==> config.mk <==
export PLATFORM = sky130hd
export DESIGN_NAME = dcache_refill
export DESIGN_NICKNAME = d
export VERILOG_FILES = /design/src/rtl/dcache_pkg.sv /design/src/rtl/dcache_line_asm.sv /design/src/rtl/dcache_refill.sv
export SDC_FILE = /design/constraint.sdc
export NUM_CORES = 1
export LEC_CHECK = 0
export CORE_AREA = 3 3 200 202
export DETAILED_ROUTE_END_ITERATION = 6
export DIE_AREA = 0 0 203 205
export SETUP_SLACK_MARGIN = 0.15
export SYNTH_ARGS = -nofsm -noshare
export SYNTH_HDL_FRONTEND = slang
export SYNTH_SLANG_ARGS = --single-unit
==> constraint.sdc <==
create_clock -name clk -period 2.4 [get_ports clk]
set_clock_uncertainty 0.2 [all_clocks]
set_input_delay 0.48 -clock clk [delete_from_list [all_inputs] [get_ports clk]]
set_output_delay 0.48 -clock clk [all_outputs]
set_load 0.05 [all_outputs]
==> src/rtl/dcache_pkg.sv <==
// Shared dcache definitions: line/beat geometry and the refill FSM state type.
// No ports; imported by the refill engine and its line assembler.
package dcache_pkg;

  localparam int unsigned DC_LINE_BITS      = 256;
  localparam int unsigned DC_BEAT_BITS      = 64;
  localparam int unsigned DC_ADDR_BITS      = 64;
  localparam int unsigned DC_LINE_ADDR_BITS = 59;
  localparam int unsigned DC_NBEATS         = DC_LINE_BITS / DC_BEAT_BITS;

  typedef enum logic [1:0] {
    RF_IDLE,
    RF_FETCH,
    RF_DONE
  } refill_state_t;

endpackage

==> src/rtl/dcache_line_asm.sv <==
// Beat-to-line assembler for the dcache refill engine.
// Collects memory beats in arrival order into a line buffer.
// Ports:
//   clk, reset      clock, synchronous active-high reset
//   clear           drop any partial line and restart at beat 0
//   beat_valid      beat_data is accepted this cycle
//   beat_data       one memory beat
//   recv_cnt        number of beats received for the current line
//   line            assembled line; beat k at [k*BEAT_BITS +: BEAT_BITS]
//   done            the beat accepted this cycle completes the line
module dcache_line_asm
  import dcache_pkg::*;
#(
  parameter int unsigned LINE_BITS = DC_LINE_BITS,
  parameter int unsigned BEAT_BITS = DC_BEAT_BITS,
  localparam int unsigned NBEATS   = LINE_BITS / BEAT_BITS,
  localparam int unsigned CNT_BITS = $clog2(NBEATS) + 1
) (
  input  logic                 clk,
  input  logic                 reset,
  input  logic                 clear,
  input  logic                 beat_valid,
  input  logic [BEAT_BITS-1:0] beat_data,
  output logic [CNT_BITS-1:0]  recv_cnt,
  output logic [LINE_BITS-1:0] line,
  output logic                 done
);

  localparam logic [CNT_BITS-1:0] LastBeat = CNT_BITS'(NBEATS - 1);

  logic [CNT_BITS-1:0]  recv_cnt_q, recv_cnt_d;
  logic [LINE_BITS-1:0] line_q, line_d;

  always_comb begin
    recv_cnt_d = recv_cnt_q;
    line_d     = line_q;
    if (clear) begin
      recv_cnt_d = '0;
      line_d     = '0;
    end else if (beat_valid) begin
      for (int unsigned k = 0; k < NBEATS; k++) begin
        if (recv_cnt_q == CNT_BITS'(k)) begin
          line_d[k*BEAT_BITS +: BEAT_BITS] = beat_data;
        end
      end
      recv_cnt_d = recv_cnt_q + CNT_BITS'(1);
    end
  end

  always_ff @(posedge clk) begin
    if (reset) begin
      recv_cnt_q <= '0;
      line_q     <= '0;
    end else begin
      recv_cnt_q <= recv_cnt_d;
      line_q     <= line_d;
    end
  end

  assign recv_cnt = recv_cnt_q;
  assign line     = line_q;
  assign done     = beat_valid && !clear && (recv_cnt_q == LastBeat);

endmodule

==> src/rtl/dcache_refill.sv <==
// Dcache miss handler: accepts one line miss, reads the line from memory as beats, then
// hands the assembled line back to the dcache for install. One miss outstanding.
// Ports:
//   clk, reset                        clock, synchronous active-high reset
//   miss_req_valid/addr/retry         miss request from dcache (line address)
//   mem_req_valid/addr/retry          beat read request to memory (byte address)
//   mem_ack_valid/data/retry          beat data returned by memory, in request order
//   refill_valid/addr/data/retry      assembled line back to dcache
module dcache_refill
  import dcache_pkg::*;
#(
  parameter int unsigned LINE_BITS = DC_LINE_BITS,
  parameter int unsigned BEAT_BITS = DC_BEAT_BITS,
  parameter int unsigned ADDR_BITS = DC_ADDR_BITS,
  localparam int unsigned NBEATS    = LINE_BITS / BEAT_BITS,
  localparam int unsigned IDX_BITS  = $clog2(NBEATS),
  localparam int unsigned CNT_BITS  = IDX_BITS + 1,
  localparam int unsigned OFF_BITS  = $clog2(BEAT_BITS / 8),
  localparam int unsigned LADR_BITS = ADDR_BITS - IDX_BITS - OFF_BITS
) (
  input  logic                 clk,
  input  logic                 reset,
  input  logic                 miss_req_valid,
  input  logic [LADR_BITS-1:0] miss_req_addr,
  output logic                 miss_req_retry,
  output logic                 mem_req_valid,
  output logic [ADDR_BITS-1:0] mem_req_addr,
  input  logic                 mem_req_retry,
  input  logic                 mem_ack_valid,
  input  logic [BEAT_BITS-1:0] mem_ack_data,
  output logic                 mem_ack_retry,
  output logic                 refill_valid,
  output logic [LADR_BITS-1:0] refill_addr,
  output logic [LINE_BITS-1:0] refill_data,
  input  logic                 refill_retry
);

  localparam logic [CNT_BITS-1:0] NBeatsCnt = CNT_BITS'(NBEATS);

  refill_state_t        state_q, state_d;
  logic [LADR_BITS-1:0] line_addr_q, line_addr_d;
  logic [CNT_BITS-1:0]  issue_cnt_q, issue_cnt_d;
  logic [CNT_BITS-1:0]  recv_cnt;
  logic [LINE_BITS-1:0] line;
  logic                 miss_fire, req_fire, ack_fire, refill_fire;
  logic                 beat_valid, asm_done;

  // Outputs decode registered state only; reset forces the idle/refusing values.
  always_comb begin
    miss_req_retry = reset || (state_q != RF_IDLE);
    mem_req_valid  = !reset && (state_q == RF_FETCH) && (issue_cnt_q < NBeatsCnt);
    mem_ack_retry  = reset || (state_q != RF_FETCH);
    refill_valid   = !reset && (state_q == RF_DONE);
  end

  assign mem_req_addr = {line_addr_q, issue_cnt_q[IDX_BITS-1:0], {OFF_BITS{1'b0}}};
  assign refill_addr  = line_addr_q;
  assign refill_data  = line;

  assign miss_fire   = miss_req_valid && !miss_req_retry;
  assign req_fire    = mem_req_valid && !mem_req_retry;
  assign ack_fire    = mem_ack_valid && !mem_ack_retry;
  assign refill_fire = refill_valid && !refill_retry;

  // An ack with nothing outstanding is a protocol error; drop it rather than corrupt the line.
  assign beat_valid = ack_fire && (recv_cnt != issue_cnt_q);

  dcache_line_asm #(
    .LINE_BITS(LINE_BITS),
    .BEAT_BITS(BEAT_BITS)
  ) u_line_asm (
    .clk       (clk),
    .reset     (reset),
    .clear     (miss_fire),
    .beat_valid(beat_valid),
    .beat_data (mem_ack_data),
    .recv_cnt  (recv_cnt),
    .line      (line),
    .done      (asm_done)
  );

  always_comb begin
    state_d     = state_q;
    line_addr_d = line_addr_q;
    issue_cnt_d = issue_cnt_q;
    unique case (state_q)
      RF_IDLE: begin
        if (miss_fire) begin
          line_addr_d = miss_req_addr;
          issue_cnt_d = '0;
          state_d     = RF_FETCH;
        end
      end
      RF_FETCH: begin
        if (req_fire) issue_cnt_d = issue_cnt_q + CNT_BITS'(1);
        // All beats are issued before the last ack can return, so no issue is lost here.
        if (asm_done) state_d = RF_DONE;
      end
      RF_DONE: begin
        if (refill_fire) state_d = RF_IDLE;
      end
      default: state_d = RF_IDLE;
    endcase
  end

  always_ff @(posedge clk) begin
    if (reset) begin
      state_q     <= RF_IDLE;
      line_addr_q <= '0;
      issue_cnt_q <= '0;
    end else begin
      state_q     <= state_d;
      line_addr_q <= line_addr_d;
      issue_cnt_q <= issue_cnt_d;
    end
  end

  ack_without_req: assert property (@(posedge clk) disable iff (reset)
                                    !(ack_fire && (recv_cnt == issue_cnt_q)));

endmodule

* Yosys cells after proc, flatten, opt, wreduce, memory -nomap -nowiden
Cells that the tools add are included. Widths: inputs -> output; s select.
Word-level totals: flip-flop bits (word level) 323, bits in latches 0, RAM bits 0, ROM bits 0, output and inout port bits 383, word-level logic and storage cells 59, memories 0
Cells by class: add/subtract/negate cells 2, $mul 0, div/mod/pow operators 0, $lt $le $gt $ge 1, equality and inequality tests 11, shift operators 0, muxes and demuxes 7, bitwise gates (word level) 0, reduce and logical (&&, ||, !) cells 30
Operators by type and width (count):
- $logic_and 1x1->1 | 10
- $reduce_and 2->1 | 5
- $add 3x1->3 const B | 2
- $eq 3x2->1 const B | 2
- $logic_not 1->1 | 6
- $mux 2 | 3
- $mux 3 | 2
- $ne 2x2->1 const B | 3
- $pmux 2 s3 | 1
- $pmux 3 s2 | 1
- $reduce_and 3->1 | 2
- $ne 2x1->1 const B | 2
- $reduce_bool 2->1 | 2
- $eq 3x1->1 const B | 1
- $logic_not 3->1 | 1
- $lt 3x3->1 const B | 1
- $ne 3x3->1 | 1
- $eq 2x1->1 const B | 1
- $eq 2x2->1 const B | 1
- $logic_not 2->1 | 1
- $logic_or 1x1->1 | 2
- $reduce_or 2->1 | 1

* Longest topological paths before layout
Gate-level depths: netlist of run 1.
depth in word-level cells 9, mapped depth 9

* Hierarchy
Synthesis of run 1 repeated with hierarchy kept, for this count alone.
Second synthesis, totals: cell total of the unflattened synthesis 1390, area, all modules 14296.2 um2
By module, submodules not included:
- dcache_line_asm | times used 1, cells an instance 1036, area each 11497.3 um2, sequential area each 5185.0 um2
- dcache_refill | times used 1, cells an instance 354, area each 2798.9 um2, sequential area each 1281.2 um2

* Worst setup path after synthesis of run 1
Ideal clock, no wire load.
path kind input to output, from input reset, to output refill_valid, arrival 1976 ps, data required time 1720 ps, slack -256 ps, stages 3, path buffers 2, cells stage by stage clkbuf_1 -> clkbuf_1 -> nor3b_1
On the way: cells in the longest elaborated chain, start to end 2
RTL lines:
- start: declaration | line dcache_refill.sv:22 | input logic reset,
- $logic_not 1->1 | line dcache_refill.sv:53 | refill_valid = !reset && (state_q == RF_DONE);
- $logic_and 1x1->1 | line dcache_refill.sv:53
- end: declaration | line dcache_refill.sv:32 | output logic refill_valid,
No other way between the ends.

* Final worst setup path of run 1
from register state_q[1], to output mem_req_valid
On the way: cells in the longest elaborated chain, start to end 3
RTL lines:
- start: declaration | line dcache_refill.sv:40 | refill_state_t state_q, state_d;
- start signal: assignment | line dcache_refill.sv:112 | state_q <= state_d;
- $eq 2x1->1 | line dcache_refill.sv:51 | mem_req_valid = !reset && (state_q == RF_FETCH) && (issue_cnt_q < NBeatsCnt);
- $logic_and 1x1->1 (2 in a row) | line dcache_refill.sv:51
- end: declaration | line dcache_refill.sv:26 | output logic mem_req_valid,
No other way between the ends.

==> flow_summary.json, run 1 <==
{
  "status": "completed",
  "irDropWorstVdd_v": 0.000394,
  "worst_slack_ps": 46.0,
  "drv_slew": 0,
  "area_delta_synth_final_pct": 51.4,
  "wirelength_um": 46000,
  "num_rows": 72,
  "cts_max_path_buffers": 3,
  "min_path_type": "reg2reg",
  "grt_usage_pct": 20.6,
  "port_buffers": 508,
  "path_class": "reg2out",
  "swShare_pct": 26.4,
  "start_kind": "flop",
  "grt_antenna_before_repair": 2,
  "utilization_pct": 48.0,
  "chipWidth_um": 203,
  "drive_gt1_share_pct": 8.48,
  "rsz0062_at_grt": "yes",
  "syn-mean-instance-area_um2": 8.08,
  "cp.arrival_ps": 1670,
  "maxCapViolations": 0,
  "setup_viol": 0,
  "detail-route-antenna-nets": 0,
  "drt_pass1_iterations": 6,
  "critPathCaptureType": "output pin",
  "grt_overflow_total": 0,
  "nets": 2070,
  "grt_pass1_wl_um": 67800,
  "finalSetupTns_ps": 0,
  "via_count": 11900,
  "powerDensity_mw_per_mm2": 666,
  "wl_per_cell_um": 18.6,
  "core_area_mm2": 0.0385,
  "grt_max_degree": 119,
  "cts_num_sinks": 323,
  "ios": 512,
  "fin_crit_ps": 2350,
  "place.gp.congestion": 0.810,
  "via_per_inst": 4.78,
  "cp.required_ps": 1720,
  "syn_inst": 1509,
  "grt_pass1_vias": 11400,
  "htree_num_levels": 2,
  "crit_fanout": 3,
  "pwr-share-seq_pct": 44.8,
  "tritoncts": "built",
  "p_clk_share_pct": 43.8,
  "whs_ps": 252,
  "power.switching_uw": 3250,
  "cts_inserted_buffers": 36,
  "fmax_mhz": 425,
  "ys_types": 29,
  "finalCritPeriodShare_pct": 98.1,
  "place_ws_ps": -309,
  "final_hold_viol_count": 0,
  "ys_ff_latch": 323,
  "worst_slew_pin_slew_ps": 593,
  "clkTransAtPathRegs_ps": 60,
  "stdcell_count": 2477,
  "yosysWarningCount": 0,
  "clkLatencyLatePin_ps": 530,
  "intPower_uw": 9050,
  "placed_cells": 2406,
  "max_slew_margin_pct": 60.6,
  "fillers": 3915,
  "root_buffer": "clkbuf_16",
  "leakagePower_uw": 0.00810,
  "yosysSeqAreaShare_pct": 53.0,
  "initial_core_util_pct": 31.7,
  "power_frac_comb_pct": 11.4,
  "die_y_um": 205,
  "drt_iter0_markers": 794,
  "die-area_mm2": 0.0416,
  "cts-hold-fix-buffers": 0,
  "drc": 0,
  "dpl.hpwl_um": 33000,
  "syn_area_mm2": 0.0122
}
Yosys cell counts:
cell / number / area, um2
nand4_1: 8 / 50.1
a2111oi_0: 1 / 8.76
or3b_1: 1 / 8.76
clkbuf_1: 70 / 263
a311oi_2: 2 / 30.0
or2_2: 1 / 6.26
a31oi_1: 3 / 18.8
o21ai_0: 316 / 1580
or3_1: 1 / 6.26
a211oi_1: 1 / 7.51
nand2_1: 384 / 1440
nand4bb_1: 1 / 11.3
nor2_1: 9 / 33.8
buf_4: 65 / 488
o31ai_1: 1 / 7.51
conb_1: 1 / 3.75
nand3_1: 184 / 921
xnor2_1: 4 / 35.0
buf_6: 2 / 22.5
and2_1: 3 / 18.8
mux2i_1: 1 / 10.0
inv_1: 5 / 18.8
dfxtp_1: 323 / 6470
nor3b_1: 3 / 22.5
nor3_1: 1 / 5.00
nand2b_1: 59 / 369
buf_2: 43 / 215
ha_1: 6 / 75.1
clkbuf_2: 10 / 50.1
per-stage QoR:
step / area (um2) / total power [uW]
2_1_floorplan: 12200 / 6470
3_3_place_gp: 17700 / 7120
3_5_place_dp: 17700 / 7120
4_1_cts: 18400 / 12400
5_1_grt: 18500 / 12700
6_report: 18500 / 12300
path summary, 6_finish.rpt:
kind / startpoint / endpoint / slack, ps / cells after the start
setup / recovery: state_q[1] / mem_req_valid / 50 / 4
hold / removal: u_line_asm.line[59] / u_line_asm.line[59] / 250 / 2
setup reg to reg: state_q[1] / u_line_asm.line[235] / 270 / 7
hold reg to reg: u_line_asm.line[59] / u_line_asm.line[59] / 250 / 2
sequential cells by signal, indices dropped and copies added (netlist names):
| signal | count |
|---|---|
| issue_cnt_q | 3 |
| refill_addr | 59 |
| state_q | 2 |
| u_line_asm.line | 256 |
| u_line_asm.recv_cnt | 3 |
layout by cell type (no fill, tap or decap), types with 2 or more instances in the layout:
cell,netlist,layout
a311oi_4,0,2
a31oi_1,3,3
and2_2,0,3
buf_12,0,26
buf_4,65,67
buf_6,2,2
clkbuf_1,70,12
clkbuf_16,0,37
clkbuf_2,10,2
clkbuf_8,0,8
clkdlybuf4s50_1,0,127
conb_1,1,3
dfxtp_1,323,320
dfxtp_4,0,2
dlygate4sd2_1,0,349
ha_1,6,3
ha_2,0,3
inv_1,5,5
nand2_1,384,384
nand2b_1,59,59
nand3_1,184,184
nand4_1,8,8
nor2_1,9,6
nor2_4,0,3
nor3b_1,3,2
o21ai_0,316,316
xnor2_1,4,4
power groups by stage:
stage                     registers, uW  clock network, uW  logic [uW]
final                              5510               5390        1400
after global routing               5520               5720        1460
after CTS                          5510               5510        1400
after detailed placement           5640                  0        1480
after global placement             5640                  0        1480
after floorplan                    5890                  0         583
final cells by class:
type / count / area, um2 / area share, %
sequential: 323 / 6470 / 35.1
timing repair buffer: 576 / 5420 / 29.4
multi-input combinational: 993 / 4750 / 25.8
clock buffer: 56 / 1060 / 5.72
tap: 518 / 648 / 3.51
clock inverter: 5 / 80.1 / 0.434
inverter: 5 / 18.8 / 0.102
antenna: 1 / 2.50 / 0.0136
metal layers:
metal / up-vias / track usage [%] / part of all wire (%)
met3: 68 / 4.85 / 7.6
met2: 500 / 36.6 / 49
met4: 0 / 6.90 / 3.0
met1: 5492 / 24.4 / 40
li1: 5790 / - / -
met5: - / 0 / 0
cell families after synthesis:
kind of cell             after synthesis  share of synthesized area [%]
XOR/XNOR                               4                          0.287
other                                  1                         0.0307
buffers and inverters                195                           8.67
flip-flops                           323                           53.0
adder cells (fa/ha/maj)                6                          0.616
AO/OA/AOI/OAI                        324                           13.6
multiplexers                           1                         0.0821
AND/OR/NAND/NOR                      655                           23.7
critical path, stage by stage, from the launching register on:
cell and delay (ps):
dfxtp_4 350, or3b_4 400, buf_6 140, nor2_4 100, buf_12 150
repair_timing:
action                                 in CTS  in global routing
cloned                                      0                  1
resized for setup                         362                  5
setup endpoints to repair                 356                168
setup buffers                               4                  4
endpoints found under the hold margin       0                  0
pin swaps                                   2                  3
(Power assumes the default switching activity.)
==> run 2: changes to the inputs <==
clock period = 2.6 ns   (was 2.4 ns; I/O delays follow)
==> run 2 against run 1 <==
Cell area rose by 2.5%; worst hold slack got worse by 34 ps; critical endpoint is now refill_data[203]; wire length is 1.1% higher; combinational power shrank 6%; final cell count is 0.77% lower; worst setup slack better by 140 ps; sequential share of layout area is 0.89 points lower; critical path type unchanged; via count increased by 0.39%.
==> flow_summary.json, run 2 (same netlist as run 1, synthesis figures left out) <==
{
  "place_ws_ps": -194,
  "r2r_cells": 5,
  "r2r-start": "issue_cnt_q[0]",
  "drc": 0,
  "rsz0062_at_grt": "yes",
  "critPathCaptureType": "output pin",
  "drive_gt1_share_pct": 6.76,
  "drv_slew": 0,
  "hp-start": "reset",
  "nets": 2049,
  "via_count": 11900,
  "worst_slew_pin_slew_ps": 657,
  "core_area_mm2": 0.0385,
  "num_rows": 72,
  "grt_antenna_before_repair": 2,
  "chipWidth_um": 203,
  "status": "completed",
  "leakagePower_uw": 0.00839,
  "final_hold_viol_count": 0,
  "powerDensity_mw_per_mm2": 620,
  "wirelength_um": 46500,
  "cts_max_path_buffers": 3,
  "cp.arrival_ps": 1690,
  "detail-route-antenna-nets": 0,
  "clkLatencyLatePin_ps": 520,
  "ios": 512,
  "design_area_mm2": 0.0189,
  "hold_depth": 3,
  "fmax_mhz": 415,
  "htree_num_levels": 2,
  "cts-hold-fix-buffers": 0,
  "place.gp.congestion": 0.836,
  "worst_slack_ps": 188,
  "clkTransAtPathRegs_ps": 60,
  "root_buffer": "clkbuf_16",
  "start_kind": "flop",
  "layout_common_cells": "384 x nand2_1, 322 x dfxtp_1, 316 x o21ai_0",
  "grt_max_degree": 67,
  "largest_reg_flops": 256,
  "cts_inserted_buffers": 36,
  "setup_viol": 0,
  "crit_fanout": 2,
  "finalCritPeriodShare_pct": 92.8,
  "min_path_type": "in2reg",
  "grt_overflow_total": 0,
  "max_slew_margin_pct": 55.9,
  "slowest_delay_ps": 840,
  "die-area_mm2": 0.0416,
  "wl_per_cell_um": 18.9,
  "drt_iter0_markers": 689,
  "grt_pass1_wl_um": 69100,
  "reg2reg_slack_ps": 400,
  "grt_pass1_vias": 11400,
  "hold_end": "u_line_asm.recv_cnt[0]",
  "worst-path-buf-inv": 1,
  "cp_cell_sequence": "clkdlybuf4s50_1",
  "crit_path_top_delay_cell": "clkdlybuf4s50_1",
  "place_area_mm2": 0.0176,
  "irDropWorstVdd_v": 0.000398,
  "path_class": "reg2out",
  "maxCapViolations": 0,
  "grt_usage_pct": 21.1,
  "via_per_inst": 4.84,
  "area_delta_synth_final_pct": 55.1,
  "timing.rr.end": "u_line_asm.line[172]",
  "initial_core_util_pct": 31.7,
  "final_common_cell": "nand2_1",
  "fin_crit_ps": 2410,
  "die_y_um": 205,
  "power_uw": 11700,
  "crit_family": "buffers and inverters",
  "cts_num_sinks": 323,
  "port_buffers": 508,
  "drt_pass1_iterations": 5,
  "tritoncts": "built",
  "cp.required_ps": 1880,
  "dpl.hpwl_um": 33400
}
-- run 2: cell count changes in the layout (fill, tap and decap cells not counted), moves of 2 or more --
cell,change
dlymetal6s2s_1,+78
buf_4,-37
bufinv_16,+4
buf_12,+3
clkbuf_1,-5
dlygate4sd2_1,-216
clkinv_2,+3
dfxtp_4,-2
dfxtp_1,+2
buf_6,-2
clkdlybuf4s50_1,+157
clkbuf_2,-2
-- run 2: tightest hold or removal path, delay by kind of cell --
family	cells	cell delay, ps
buf+inv	1	150
simple gates	2	230
-- run 2: final cells by class --
cell class,count,area (um2)
Tap cell,518,648
Sequential cell,323,6470
Antenna cell,1,2.50
Clock inverter,12,204
Fill cell,3791,19600
Timing Repair Buffer,555,5790
Clock buffer,51,1040
Multi-Input combinational cell,993,4740
Inverter,5,18.8
-- run 2: worst max-delay path by stage --
| stage | startpoint | to | cells past startpoint |
|---|---|---|---|
| floorplan | reset | mem_req_valid | 3 |
| global placement | mem_ack_valid | u_line_asm.line[190] | 7 |
| detailed placement | mem_ack_valid | u_line_asm.line[60] | 7 |
| CTS | state_q[0] | mem_req_valid | 3 |
| global route | state_q[0] | mem_req_valid | 3 |
| finish | u_line_asm.line[203] | refill_data[203] | 1 |
-- run 2: power by group --
part,switching [uW],internal [uW],leakage [uW]
clock,2050,3280,0.000612
combinational,871,440,0.00516
sequential,64.7,5030,0.00261
-- run 2: timing repair --
item | in CTS | in global routing
endpoints found under the setup margin | 139 | 79
resized for setup | 134 | 80
setup buffers | 0 | 0
-- run 2: metal layers --
layer	GRT usage [%]	vias up	share of wire [%]
met2	37.8	519	50
met1	25.1	5551	40
met4	7.05	0	3.1
met5	0	-	0
met3	4.48	81	7.1
li1	-	5745	-
-- run 2: through the flow --
stage | utilization (%) | hold slack (ps) | setup TNS [ps] | instances
floorplan | - | 277 | 0 | 1511
global placement | 45.8 | 243 | -15840 | 2394
detailed placement | 45.8 | 250 | -24010 | 2394
CTS | 48.6 | 196 | 0 | 2457
global route | 49.2 | 222 | 0 | 2458
finish | 49.2 | 219 | 0 | 2458
==> run 3: changes to the inputs <==
CELL_PAD_IN_SITES_DETAIL_PLACEMENT = 2   (was not set)
CELL_PAD_IN_SITES_GLOBAL_PLACEMENT = 2   (was not set)
CORE_AREA = not set   (was 3 3 200 202)
CORE_ASPECT_RATIO = 0.5   (was not set)
CORE_MARGIN = 3   (was not set)
CORE_UTILIZATION = 23   (was not set)
DIE_AREA = not set   (was 0 0 203 205)
PLACE_DENSITY_LB_ADDON = 0.1   (was not set)
==> run 3 against run 2 <==
Clock power up 3%; non-clock buffer count is 11 lower; fmax is 0.87% higher; sequential cell count did not move; combinational power shrank 5%; utilization decreased by 13 points; first-iteration DRC count shrank 34%; die area rose by 35%; via count increased by 0.88%; sequential share of layout area grew 0.41 points; power up 1.0%; largest power group unchanged; highest routed layer unchanged.
==> flow_summary.json, run 3 (same netlist as run 1, synthesis figures left out) <==
{
  "cts_max_path_buffers": 3,
  "drt_pass1_iterations": 4,
  "nets": 2038,
  "final_common_cell": "nand2_1",
  "grt_max_degree": 124,
  "fillers": 5771,
  "fmax_mhz": 418,
  "r2r_cells": 6,
  "wl_per_cell_um": 20.5,
  "status": "completed",
  "finalSetupTns_ps": 0,
  "cts_setup_buffers": 0,
  "top_layer": "met4",
  "worst_slew_pin_slew_ps": 673,
  "die_y_um": 169,
  "design_area_mm2": 0.0187,
  "diodes": 0,
  "start_kind": "flop",
  "cts_num_sinks": 323,
  "rsz0062_at_grt": "yes",
  "critPathCaptureType": "output pin",
  "initial_core_util_pct": 23.8,
  "drv_slew": 0,
  "min_path_type": "in2reg",
  "drive_gt1_share_pct": 5.77,
  "fin_crit_ps": 2390,
  "crit_fanout": 2,
  "max_slew_margin_pct": 54.8,
  "drt-met1-wl_um": 20600,
  "hold_depth": 2,
  "detail-route-antenna-nets": 0,
  "setup_viol": 0,
  "cp.required_ps": 1880,
  "hold_end": "state_q[1]",
  "area_delta_synth_final_pct": 53.3,
  "tritoncts": "built",
  "ios": 512,
  "slowest_delay_ps": 810,
  "irDropWorstVdd_v": 0.000302,
  "wirelength_um": 53600,
  "core_area_mm2": 0.0513,
  "path_class": "reg2out",
  "num_rows": 58,
  "maxCapViolations": 0,
  "hp-start": "reset",
  "via_per_inst": 4.59,
  "drc": 0,
  "r2r-start": "u_line_asm.recv_cnt[0]",
  "grt_antenna_before_repair": 0,
  "die-area_mm2": 0.0560,
  "chipWidth_um": 332,
  "largest_reg_flops": 256,
  "clkLatencyLatePin_ps": 520,
  "cp_cell_sequence": "clkdlybuf4s50_1",
  "grt_pass1_vias": 13400,
  "clkTransAtPathRegs_ps": 60,
  "dpl.hpwl_um": 38200,
  "powerDensity_mw_per_mm2": 634,
  "cp.arrival_ps": 1670,
  "dr_wl_met2_um": 29600,
  "crit_path_top_delay_cell": "clkdlybuf4s50_1",
  "place_area_mm2": 0.0177,
  "grt_pass1_wl_um": 82300,
  "dr_wl_met3_um": 2370,
  "final_hold_viol_count": 0,
  "cts_inserted_buffers": 36,
  "leakagePower_uw": 0.00875,
  "reg2reg_slack_ps": 320,
  "drt_iter0_markers": 458,
  "via_count": 12000,
  "htree_num_levels": 2,
  "grt_usage_pct": 18.6,
  "crit_family": "buffers and inverters",
  "root_buffer": "clkbuf_16",
  "worst-path-buf-inv": 1,
  "place.gp.congestion": 0.761,
  "layout_common_cells": "384 x nand2_1, 322 x dfxtp_1, 316 x o21ai_0",
  "port_buffers": 508,
  "finalCritPeriodShare_pct": 92.0,
  "timing.rr.end": "u_line_asm.line[205]",
  "grt_overflow_total": 0
}
## run 3: worst max path at each step
stage / from / end / slack, ps / depth (start not counted)
floorplan: reset / mem_req_valid / 270 / 3
global placement: mem_ack_valid / u_line_asm.line[45] / -7 / 7
detailed placement: mem_ack_valid / u_line_asm.line[9] / -130 / 7
CTS: state_q[0] / mem_req_valid / 110 / 3
global route: u_line_asm.line[210] / refill_data[210] / 130 / 1
finish: u_line_asm.line[210] / refill_data[210] / 210 / 1
## run 3: area by class of cell
class,instances,area [um2],area share [%]
Tap cell,690,863,4.62
Multi-Input combinational cell,993,4740,25.4
Timing Repair Buffer,544,5360,28.7
Sequential cell,323,6470,34.6
Clock buffer,47,1030,5.53
Inverter,5,18.8,0.100
Clock inverter,11,205,1.10
## run 3: routing by layer
layer | up-vias | track usage [%]
li1 | 5709 | -
met1 | 5981 | 20.0
met2 | 246 | 36.6
met3 | 65 | 4.19
met4 | 0 | 4.43
met5 | - | 0
## run 3: metrics by stage
stage | instances | power (uW) | utilization, % | hold WS, ps | worst slack [ps]
floorplan | 1511 | 5980 | - | 277 | 267
global placement | 2555 | 6530 | 34.5 | 244 | -7.10
detailed placement | 2555 | 6550 | 34.5 | 254 | -129
CTS | 2613 | 12100 | 36.1 | 77.4 | 110
global route | 2613 | 12400 | 36.4 | 120 | 134
finish | 2613 | 11900 | 36.4 | 112 | 208
## run 3: power by group
group	internal [uW]	total [uW]	switching, uW
clock network	3370	5520	2150
logic	384	1240	859
registers	5020	5090	67.7
## run 3: repair_timing
item                       CTS  global route
hold buffers                 0             0
resized for setup          310            59
gates cloned                 0             0
pin swaps                    0             1
setup endpoints to repair  312            67
